## src/rtl/axi_default_slave_burst.sv

```systemverilog
// Default AXI slave: accepts every read/write burst and answers each beat with RESP_CODE.
// Independent read and write FSMs; ERR_CNT counts accepted address handshakes, saturating.
module axi_default_slave_burst #(
  parameter int         ID_W      = 8,
  parameter int         LEN_W     = 8,
  parameter int         DATA_W    = 32,
  parameter logic [1:0] RESP_CODE = 2'b11,
  parameter int         CNT_W     = 16
) (
  input  logic              ACLK,
  input  logic              ARESETn,
  input  logic [ID_W-1:0]   AWID,
  input  logic [LEN_W-1:0]  AWLEN,
  input  logic              AWVALID,
  output logic              AWREADY,
  input  logic              WVALID,
  input  logic              WLAST,
  output logic              WREADY,
  output logic [ID_W-1:0]   BID,
  output logic [1:0]        BRESP,
  output logic              BVALID,
  input  logic              BREADY,
  input  logic [ID_W-1:0]   ARID,
  input  logic [LEN_W-1:0]  ARLEN,
  input  logic              ARVALID,
  output logic              ARREADY,
  output logic [ID_W-1:0]   RID,
  output logic [DATA_W-1:0] RDATA,
  output logic [1:0]        RRESP,
  output logic              RLAST,
  output logic              RVALID,
  input  logic              RREADY,
  output logic [CNT_W-1:0]  ERR_CNT
);

  typedef enum logic       {R_IDLE, R_BURST}         r_state_t;
  typedef enum logic [1:0] {W_IDLE, W_DATA, W_RESP}  w_state_t;

  r_state_t         r_state, r_next;
  w_state_t         w_state, w_next;
  logic [LEN_W-1:0] r_cnt;
  logic [ID_W-1:0]  r_id, w_id;
  logic             ar_hs, aw_hs;
  logic [CNT_W:0]   cnt_sum;

  // Write length is irrelevant: WLAST alone ends the data phase.
  logic unused_awlen;
  assign unused_awlen = ^AWLEN;

  // ---------------- read channel ----------------
  always_ff @(posedge ACLK or negedge ARESETn) begin
    if (!ARESETn) begin
      r_state <= R_IDLE;
      r_cnt   <= '0;
      r_id    <= '0;
    end else begin
      r_state <= r_next;
      if (ar_hs) begin
        r_cnt <= ARLEN;
        r_id  <= ARID;
      end else if (RVALID && RREADY && r_cnt != '0) begin
        r_cnt <= r_cnt - 1'b1;
      end
    end
  end

  always_comb begin
    r_next  = r_state;
    ARREADY = 1'b0;
    ar_hs   = 1'b0;
    RVALID  = 1'b0;
    RID     = '0;
    RDATA   = '0;
    RRESP   = 2'b00;
    RLAST   = 1'b0;
    case (r_state)
      R_IDLE: begin
        ARREADY = 1'b1;
        ar_hs   = ARVALID;
        if (ARVALID) r_next = R_BURST;
      end
      R_BURST: begin
        RVALID = 1'b1;
        RID    = r_id;
        RRESP  = RESP_CODE;
        RLAST  = (r_cnt == '0);
        if (RREADY && r_cnt == '0) r_next = R_IDLE;
      end
      default: r_next = R_IDLE;
    endcase
  end

  // ---------------- write channel ----------------
  always_ff @(posedge ACLK or negedge ARESETn) begin
    if (!ARESETn) begin
      w_state <= W_IDLE;
      w_id    <= '0;
    end else begin
      w_state <= w_next;
      if (aw_hs) w_id <= AWID;
    end
  end

  always_comb begin
    w_next  = w_state;
    AWREADY = 1'b0;
    aw_hs   = 1'b0;
    WREADY  = 1'b0;
    BVALID  = 1'b0;
    BID     = '0;
    BRESP   = 2'b00;
    case (w_state)
      W_IDLE: begin
        AWREADY = 1'b1;
        aw_hs   = AWVALID;
        if (AWVALID) w_next = W_DATA;
      end
      W_DATA: begin
        WREADY = 1'b1;
        if (WVALID && WLAST) w_next = W_RESP;
      end
      W_RESP: begin
        BVALID = 1'b1;
        BID    = w_id;
        BRESP  = RESP_CODE;
        if (BREADY) w_next = W_IDLE;
      end
      default: w_next = W_IDLE;
    endcase
  end

  // ---------------- error counter ----------------
  // One extra bit catches overflow so a +2 step near the top still clamps.
  assign cnt_sum = {1'b0, ERR_CNT} + {{CNT_W{1'b0}}, ar_hs} + {{CNT_W{1'b0}}, aw_hs};

  always_ff @(posedge ACLK or negedge ARESETn) begin
    if (!ARESETn)            ERR_CNT <= '0;
    else if (cnt_sum[CNT_W]) ERR_CNT <= '1;
    else                     ERR_CNT <= cnt_sum[CNT_W-1:0];
  end

endmodule

```

## config.mk

```make
export PLATFORM = sky130hd
export DESIGN_NAME = axi_default_slave_burst
export DESIGN_NICKNAME = d
export VERILOG_FILES = /design/src/rtl/axi_default_slave_burst.sv
export SDC_FILE = /design/constraint.sdc
export NUM_CORES = 1
export LEC_CHECK = 0
export ABC_AREA = 0
export BUFFER_PORTS_ARGS = -buffer_cell sky130_fd_sc_hd__buf_4
export CAP_MARGIN = 20
export CORE_ASPECT_RATIO = 1.5
export CORE_MARGIN = 2
export CORE_UTILIZATION = 50
export CTS_CLUSTER_DIAMETER = 60
export DETAILED_ROUTE_END_ITERATION = 8
export PLACE_DENSITY_LB_ADDON = 0.3
export SKIP_LAST_GASP = 1
export SLEW_MARGIN = 25
export SYNTH_ARGS = -nofsm -noshare
export SYNTH_HDL_FRONTEND = slang
export SYNTH_SLANG_ARGS = --single-unit
```

## constraint.sdc

```tcl
create_clock -name ACLK -period 7.3 [get_ports ACLK]
set_input_delay 1.46 -clock ACLK [delete_from_list [all_inputs] [get_ports ACLK]]
set_output_delay 1.46 -clock ACLK [all_outputs]
set_load 0.005 [all_outputs]
```

==> run metrics, run 1 <==
Worst Path Buf+Inv=4; first-pass GRT wire length=7730 um; Initial Util=0.512; Post-Syn Area=0.00244 mm^2; n_diodes=0; EDFF count, synth=0; hold depth=2; Worst setup SP type=primary input; DR vias=1865; share of layout cells above drive strength 1=0.303; CP Class=in2reg; RSZ-0062 raised after global routing=no; total power=0.000876 W; Num Clock Sinks=43; final instance area=0.00297 mm^2; top-count cell post-synth=nand2_1; XOR/XNOR Fraction of Synth Area=0.0502; Die Y=89.6 um; PortBufs=73; Synth Area in Simple Gates=0.226; Iteration-0 DRC Markers=32; CP arrival=4.45 ns; CP peak stage delay=0.60 ns; Synth top area share=0.441; IR drop worst, VDD=0.000230 V; fin crit period=4.25 ns; die width=61.1 um; remaining global-route overflow=0; clk_skew=0.00988 ns; max cap viols=0; critical path endpoint category=register; r2r startpoint=r_state; FF+latch count, synth=43; core box area=0.00477 mm^2; endpoints failing setup=0; Hold WC Path Type=reg2reg; Crit-path slowest cell=fa_1; Post-CTS Setup Inserts=0; Global Route Usage Sum=0.189; Fin. Hold Viols=0; CTS root buffer=clkbuf_8; Worst Path Required=7.51 ns; Mapped Avg Cell Area=9.54 um^2; largest net degree at the start of global routing=44; Routability Congestion=0.762; worst-skew pair later-pin latency=0.29 ns; Synth Flop Type=dfrtp_1; antenna violation net count after detailed routing=0; die area=0.00547 mm^2; Slew @ Worst Pin=0.675 ns; Via density=4.79; R2R cell count=10; worst path cell trace=buf_4 -> nor2b_1 -> buf_4 -> clkinv_1 -> fa_1 -> inv_1 -> ha_1 -> nand3_1 -> nor2_1 -> nand3_1 -> o21ai_0; outcome=complete, no violations; fmax=236 MHz; Resize count post-CTS=0; WL/cell=12.5 um; CTS max path bufs=2; vias in the first global route=1744; Hold Path Sink=r_id[7]; Slew headroom=0.549; period utilisation layout=0.582; Placed Area=0.00288 mm^2; FILL cells=430; fraction of the mapped netlist area in adder cells=0.0236; worst reg2reg setup slack=3.71 ns; Compound-Gate Fraction of Synth Area=0.0589; most frequent cells after synthesis=nand2_1 (50), dfrtp_1 (43), buf_4 (36); largest family of logic cells by synthesized area=simple AND/OR/NAND/NOR gates; dpl hpwl=3680 um; Pleak=1.54 nW; final slew viol count=0; count of different cell masters after synthesis=44; Post-synth ARST share=1.00; delay-heaviest family, CP=simple AND/OR/NAND/NOR gates; Clock transition at path regs=0.07 ns; Critical Path Fanout Max=17; Power Density=295 mW/mm^2; Ports=114; DRT Pass-1 Iters=4; CTS tree=done; Hold Crit Start=r_id[7]; Layout area overhead=21.6%; Syn. warnings=0; synth top area cells=dfrtp_1 (44%), buf_4 (11%), nand2_1 (7.7%), and2_1 (4.6%), mux2_2 (4.1%); Fin Setup TNS=0 ns; row count=31; final WL=4880 um; multiplexer share of the synthesized area=0.0558; post-synth top area cell=dfrtp_1; worst reg2reg endpoint=ERR_CNT[3]; H-tree depth=2; initial antenna violation count=0; Synth Instances=256; hold buffers post-CTS=0; sequential cell area fraction in the yosys report=0.441; fin nets=367; # DRC=0; CTS buffer count=5
## power breakdown
group | total (W) | internal (W) | switching [W] | leakage, nW
combinational | 0.000328 | 0.000190 | 0.000139 | 0.959
sequential | 0.000398 | 0.000326 | 0.0000722 | 0.531
clock | 0.000150 | 0.0000742 | 0.0000753 | 0.0470
total | 0.000876 | 0.000590 | 0.000286 | 1.54
## cell type report
cell class / count / area, um^2 / share of cell area
Timing Repair Buffer: 74 / 556 / 0.187
Clock inverter: 1 / 5.00 / 0.00169
Multi-Input combinational cell: 190 / 1130 / 0.382
Inverter: 9 / 33.8 / 0.0114
Clock buffer: 6 / 82.6 / 0.0278
Sequential cell: 43 / 1080 / 0.362
Tap cell: 66 / 82.6 / 0.0278
## metrics by stage
step / hold WS (ns) / setup WS [ns] / instances / utilization
global route: 0.502 / 2.69 / 389 / 0.622
finish: 0.467 / 3.05 / 389 / 0.622
global placement: 0.450 / 2.79 / 382 / 0.604
detailed placement: 0.456 / 2.74 / 382 / 0.604
floorplan: 0.438 / 3.64 / 287 / -
CTS: 0.476 / 3.05 / 389 / 0.622
## layer usage
metal | wire (um) | global-route usage
met1 | 1870 | 0.211
met2 | 2720 | 0.344
met3 | 244 | 0.0401
met4 | 37 | 0.0652
met5 | 0 | 0
## state kept, by name, summed over array words and instances, names as in the netlist
name / flops
r_state: 1
r_cnt: 8
w_id: 8
w_state: 2
r_id: 8
ERR_CNT: 16
## logic make-up (layout without fill, tap and decap cells)
logic type / count (synthesis) / count (layout)
compound gates: 21 / 21
xor+xnor: 14 / 14
fa+ha+maj: 4 / 4
buf+inv: 54 / 90
flops: 43 / 43
mux: 12 / 12
other cells: 1 / 32
simple gates: 107 / 107
## tightest hold or removal path, cell delays in order (launching register included)
cell     delay (ns)
dfrtp_1        0.34
nand2_1        0.05
nand2_1        0.05
## cells in the final DEF, fill, tap and decap left out, drive strengths merged, types with 3 or more instances in the layout
cell type	synthesis	final
a21oi	5	5
and2	18	18
buf	41	74
clkbuf	4	6
conb	1	32
dfrtp	43	43
ha	3	3
inv	8	8
mux2	10	10
nand2	50	50
nand3	5	5
nand4	3	3
nor2	11	11
nor2b	4	4
nor3	3	3
o21ai	7	7
xnor2	8	8
xor2	6	6
## worst max path at each step
stage	from	to	slack, ns	cells after the start
after detailed placement	ARVALID	ERR_CNT[0]	2.74	11
after global routing	ARVALID	ERR_CNT[3]	2.69	11
after floorplan	ARVALID	ERR_CNT[13]	3.64	12
after global placement	ARVALID	ERR_CNT[3]	2.79	11
final	ARVALID	ERR_CNT[3]	3.05	11
after CTS	ARVALID	ERR_CNT[3]	3.05	11
Note: power is estimated with default switching activity, not from simulation.
==> run 2: changes to the inputs <==
--- a/config.mk
+++ b/config.mk
@@ -5,12 +5,12 @@
 export SDC_FILE = /design/constraint.sdc
 export NUM_CORES = 1
 export LEC_CHECK = 0
-export ABC_AREA = 0
+export ABC_AREA = 1
 export BUFFER_PORTS_ARGS = -buffer_cell sky130_fd_sc_hd__buf_4
 export CAP_MARGIN = 20
 export CORE_ASPECT_RATIO = 1.5
 export CORE_MARGIN = 2
-export CORE_UTILIZATION = 50
+export CORE_UTILIZATION = 44
 export CTS_CLUSTER_DIAMETER = 60
 export DETAILED_ROUTE_END_ITERATION = 8
 export PLACE_DENSITY_LB_ADDON = 0.3
==> constraint.sdc (replaced) <==
create_clock -name ACLK -period 3.6 [get_ports ACLK]
set_input_delay 0.72 -clock ACLK [delete_from_list [all_inputs] [get_ports ACLK]]
set_output_delay 0.72 -clock ACLK [all_outputs]
set_load 0.005 [all_outputs]
==> run metrics, run 2 <==
outcome=complete, no violations; DR vias=2306; vias in the first global route=2151; RSZ-0062 raised after global routing=no; Via density=4.66; Worst setup SP type=register; WL/cell=11.2 um; Fin Setup TNS=0 ns; CP arrival=2.47 ns; synth top area cells=dfrtp_1 (40%), nand2_1 (12%), buf_4 (11%), inv_1 (6.4%), nor2_1 (5.2%); antenna violation net count after detailed routing=0; fmax=439 MHz; H-tree depth=2; hold buffers post-CTS=0; first-pass GRT wire length=9150 um; CTS buffer count=5; Reg area=0.00108 mm^2; Power Density=576 mW/mm^2; largest net degree at the start of global routing=44; Routability Congestion=0.834; top-count cell post-synth=nand2_1; CP Class=reg2reg; n_diodes=0; Iteration-0 DRC Markers=105; FF+latch count, synth=43; fin crit period=2.28 ns; most frequent cells after synthesis=nand2_1 (85), inv_1 (46), dfrtp_1 (43); # DRC=0; Synth top area share=0.400; Pleak=1.81 nW; Post-Syn Area=0.00269 mm^2; max reg flops=16; fin nets=468; hold_ws=0.427 ns; final std cells w/o fill=495; EDFF count, synth=0; die area=0.00676 mm^2; IR drop worst, VDD=0.000371 V; share of layout cells above drive strength 1=0.267; Slew headroom=0.627; FILL cells=592; remaining global-route overflow=0; Largest Register=ERR_CNT; Worst Path Required=3.79 ns; Placed Cells=489; r2r startpoint=r_state; period utilisation layout=0.633; sequential cell area fraction in the yosys report=0.400; R2R cell count=11; Fin. Hold Viols=0; area of the multi-input gates=0.00122 mm^2; die width=67.8 um; Synth Instances=353; initial antenna violation count=0; Layout area overhead=19.6%; count of different cell masters after synthesis=30; worst reg2reg endpoint=ERR_CNT[2]; core box area=0.00587 mm^2; Post-synth ARST share=1.00; endpoints failing setup=0; post-layout util=0.548; worst reg2reg setup slack=1.32 ns; Critical Path Fanout Max=14; dpl hpwl=4250 um; Clock transition at path regs=0.08 ns; CTS root buffer=clkbuf_8; row count=34; Slew @ Worst Pin=0.560 ns; CTS tree=done; final slew viol count=0; Resize count post-CTS=0; Syn. warnings=0; Hold WC Path Type=in2async; Ports=114; max cap viols=0; DRT Pass-1 Iters=4; CTS max path bufs=2; clk_skew=0.00592 ns; critical path endpoint category=register; Global Route Usage Sum=0.174; Mapped Avg Cell Area=7.61 um^2; Synth Flop Type=dfrtp_1; Initial Util=0.458; Die Y=99.7 um; most frequent cells in the layout=nand2_1 (85), buf_4 (75), inv_1 (46), dfrtp_1 (43), nor2_1 (37); Post-CTS Setup Inserts=0; commonest non-fill, non-tap cell in the layout=nand2_1; final WL=5540 um; Num Clock Sinks=43; worst-skew pair later-pin latency=0.28 ns; PortBufs=73; post-synth top area cell=dfrtp_1
run 2: cell count changes after synthesis, moves of 5 or more:
cell,delta
a21oi_1,+5
and2_1,-18
inv_1,+38
inv_2,+5
mux2_2,-9
nand2_1,+35
nand2_2,+5
nand3_1,+22
nor2_1,+26
o21ai_2,+5
xnor2_1,-8
run 2: logic make-up after synthesis:
| kind of cell | count (synthesis) | synth area share |
|---|---|---|
| compound gates | 26 | 0.0563 |
| xor+xnor | 2 | 0.00652 |
| fa+ha+maj | 4 | 0.0214 |
| buf+inv | 94 | 0.190 |
| flops | 43 | 0.400 |
| other cells | 1 | 0.00140 |
| simple gates | 183 | 0.324 |
run 2: routing by layer:
metal / GRT usage / routed length [um]
met5: 0 / 0
met4: 0.0646 / 90
met3: 0.0305 / 275
met2: 0.320 / 3070
met1: 0.192 / 2100
run 2: power breakdown:
| part | internal (W) | total (W) | switching (W) |
|---|---|---|---|
| sequential | 0.000647 | 0.000760 | 0.000113 |
| clock | 0.000129 | 0.000278 | 0.000149 |
| combinational | 0.000368 | 0.000813 | 0.000445 |
run 2: critical path: stages, from the launching register on:
cell     delay [ns]
dfrtp_1        0.54
inv_2          0.14
nand2_2        0.08
fa_1           0.39
inv_1          0.09
ha_1           0.17
nand2_1        0.07
inv_1          0.11
nand3_2        0.14
nor2_8         0.19
nand3_4        0.14
o21ai_0        0.12
run 2: worst max-delay path by stage:
stage	start	to	depth (start not counted)	slack (ns)
floorplan	ARVALID	ERR_CNT[12]	13	1.10
finish	r_state	ERR_CNT[2]	11	1.32
detailed placement	ARVALID	ERR_CNT[2]	11	1.18
global route	r_state	ERR_CNT[12]	12	1.08
CTS	r_state	ERR_CNT[2]	11	1.30
global placement	ARVALID	ERR_CNT[14]	11	1.20
run 2: layout make-up:
type | instances | share of cell area
clock buffers | 6 | 0.0226
inverters | 52 | 0.0607
multi-input cells | 247 | 0.379
flip-flops and latches | 43 | 0.335
well taps | 72 | 0.0280
repair buffers | 75 | 0.175
run 2: metrics by stage:
step | area (um^2) | setup slack, ns | total power [W]
after floorplan | 2800 | 1.10 | 0.00131
after global placement | 3140 | 1.20 | 0.00156
after detailed placement | 3140 | 1.18 | 0.00159
after CTS | 3210 | 1.30 | 0.00188
after global routing | 3210 | 1.08 | 0.00203
final | 3210 | 1.32 | 0.00185
==> run 3: changes to the inputs <==
--- a/config.mk
+++ b/config.mk
@@ -5,12 +5,12 @@
 export SDC_FILE = /design/constraint.sdc
 export NUM_CORES = 1
 export LEC_CHECK = 0
-export ABC_AREA = 1
+export ABC_AREA = 0
 export BUFFER_PORTS_ARGS = -buffer_cell sky130_fd_sc_hd__buf_4
 export CAP_MARGIN = 20
 export CORE_ASPECT_RATIO = 1.5
 export CORE_MARGIN = 2
-export CORE_UTILIZATION = 44
+export CORE_UTILIZATION = 47
 export CTS_CLUSTER_DIAMETER = 60
 export DETAILED_ROUTE_END_ITERATION = 8
 export PLACE_DENSITY_LB_ADDON = 0.3
==> constraint.sdc (replaced) <==
create_clock -name ACLK -period 2.34 [get_ports ACLK]
set_input_delay 0.468 -clock ACLK [delete_from_list [all_inputs] [get_ports ACLK]]
set_output_delay 0.468 -clock ACLK [all_outputs]
set_load 0.005 [all_outputs]
==> run metrics, run 3 (synthesized netlist as in run 1, its figures left out) <==
Slew @ Worst Pin=0.661 ns; fmax=454 MHz; H-tree depth=2; fin crit period=2.20 ns; Resize count post-CTS=0; share of layout cells above drive strength 1=0.330; RSZ-0062 raised after global routing=no; Ports=114; worst-skew pair later-pin latency=0.29 ns; critical path endpoint category=register; endpoints failing setup=0; antenna violation net count after detailed routing=0; worst path cell trace=nor2_1 -> and2_1 -> inv_1 -> fa_2 -> and4b_1 -> nand4_1 -> nor2_1 -> mux2_2; Worst Path Required=2.52 ns; CTS max path bufs=2; Crit-path slowest cell=dfrtp_1; Critical Path Fanout Max=6; Clock transition at path regs=0.08 ns; row count=32; dpl hpwl=3600 um; die area=0.00580 mm^2; CTS tree=done; DR vias=1845; period utilisation layout=0.941; Fin. Hold Viols=0; Initial Util=0.480; CTS buffer count=5; outcome=complete, no violations; Die Y=92.3 um; Pleak=1.60 nW; CP arrival=2.38 ns; IR drop worst, VDD=0.000558 V; final std cells w/o fill=401; vias in the first global route=1743; WL/cell=11.9 um; delay-heaviest family, CP=simple AND/OR/NAND/NOR gates; Power Density=958 mW/mm^2; CP peak stage delay=0.39 ns; Routability Congestion=0.776; clk_skew=0.00260 ns; Worst Path Buf+Inv=1; CP Class=reg2reg; Layout area overhead=26.7%; max reg flops=16; core box area=0.00508 mm^2; CTS root buffer=clkbuf_8; # DRC=0; first-pass GRT wire length=7870 um; remaining global-route overflow=0; Global Route Usage Sum=0.172; Hold WC Path Type=in2async; hold_ws=0.160 ns; most frequent cell on the critical path=nor2_1; largest net degree at the start of global routing=44; n_diodes=0; total power=0.00296 W; Largest Register=ERR_CNT; most frequent cells in the layout=buf_4 (83), nand2_1 (50), dfrtp_1 (43), conb_1 (32), and2_1 (18); FILL cells=462; die width=62.9 um; Via density=4.60; max cap viols=0; DRT Pass-1 Iters=4; Worst setup SP type=register; final WL=4790 um; initial antenna violation count=0; Placed Cells=391; final slew viol count=0; Iteration-0 DRC Markers=44; PortBufs=73; commonest non-fill, non-tap cell in the layout=buf_4; Slew headroom=0.558; fin nets=376; Num Clock Sinks=43
-- run 3: repair_timing --
| action | in CTS | in global routing |
|---|---|---|
| hold buffers | 0 | 0 |
| hold endpoints to repair | 0 | 0 |
| setup endpoints to repair | 0 | 1 |
| buffers inserted | 0 | 2 |
-- run 3: layout make-up --
class	count	area (um^2)	share of cell area
clock buffers	6	72.6	0.0235
inverters	9	38.8	0.0125
repair buffers	83	623	0.201
well taps	68	85.1	0.0275
flip-flops and latches	43	1080	0.348
multi-input cells	190	1140	0.368
clock inverters	2	60.1	0.0194
-- run 3: worst reg2reg max path: stages, from the launching register on --
cell and delay (ns):
dfrtp_1 0.39, nor2_1 0.14, and2_1 0.17, inv_1 0.07
fa_2 0.34, and4b_1 0.38, nand4_1 0.14, nor2_1 0.13
mux2_2 0.33
-- run 3: layer usage --
| layer | wire length (um) | vias to the layer above | global-route usage |
|---|---|---|---|
| met2 | 2600 | 52 | 0.315 |
| met3 | 274 | 6 | 0.0417 |
| met1 | 1850 | 868 | 0.186 |
| met5 | 0 | - | 0 |
| met4 | 72 | 0 | 0.0667 |
| li1 | - | 919 | - |
-- run 3: power by group --
group / switching, W / leakage (nW) / internal, W
logic: 0.000438 / 1.00 / 0.000613
clock network: 0.000250 / 0.0654 / 0.000427
registers: 0.000221 / 0.531 / 0.00102
total: 0.000909 / 1.60 / 0.00206
-- run 3: path summary, 6_finish.rpt --
check / start / to / slack [ns] / cells past startpoint
worst max-delay path: w_state[1] / ERR_CNT[15] / 0.14 / 8
worst min-delay path: ARESETn / r_cnt[1] / 0.16 / 1
worst max register to register: w_state[1] / ERR_CNT[15] / 0.14 / 8
worst min register to register: r_id[0] / r_id[0] / 0.47 / 2
max in group asynchronous: ARESETn / ERR_CNT[11] / 1.82 / 1
min in group ACLK: ARID[7] / r_id[7] / 0.36 / 3
-- run 3: stage by stage --
step           TNS [ns]  setup WS (ns)  cell area, um^2   util
4_1_cts               0         0.0359             3080  0.606
3_5_place_dp    -0.0644        -0.0545             2950  0.579
3_3_place_gp    -0.0563        -0.0563             2950  0.579
5_1_grt               0         0.0142             3090  0.609
6_report              0          0.137             3090  0.609
2_1_floorplan         0         0.0118             2580      -
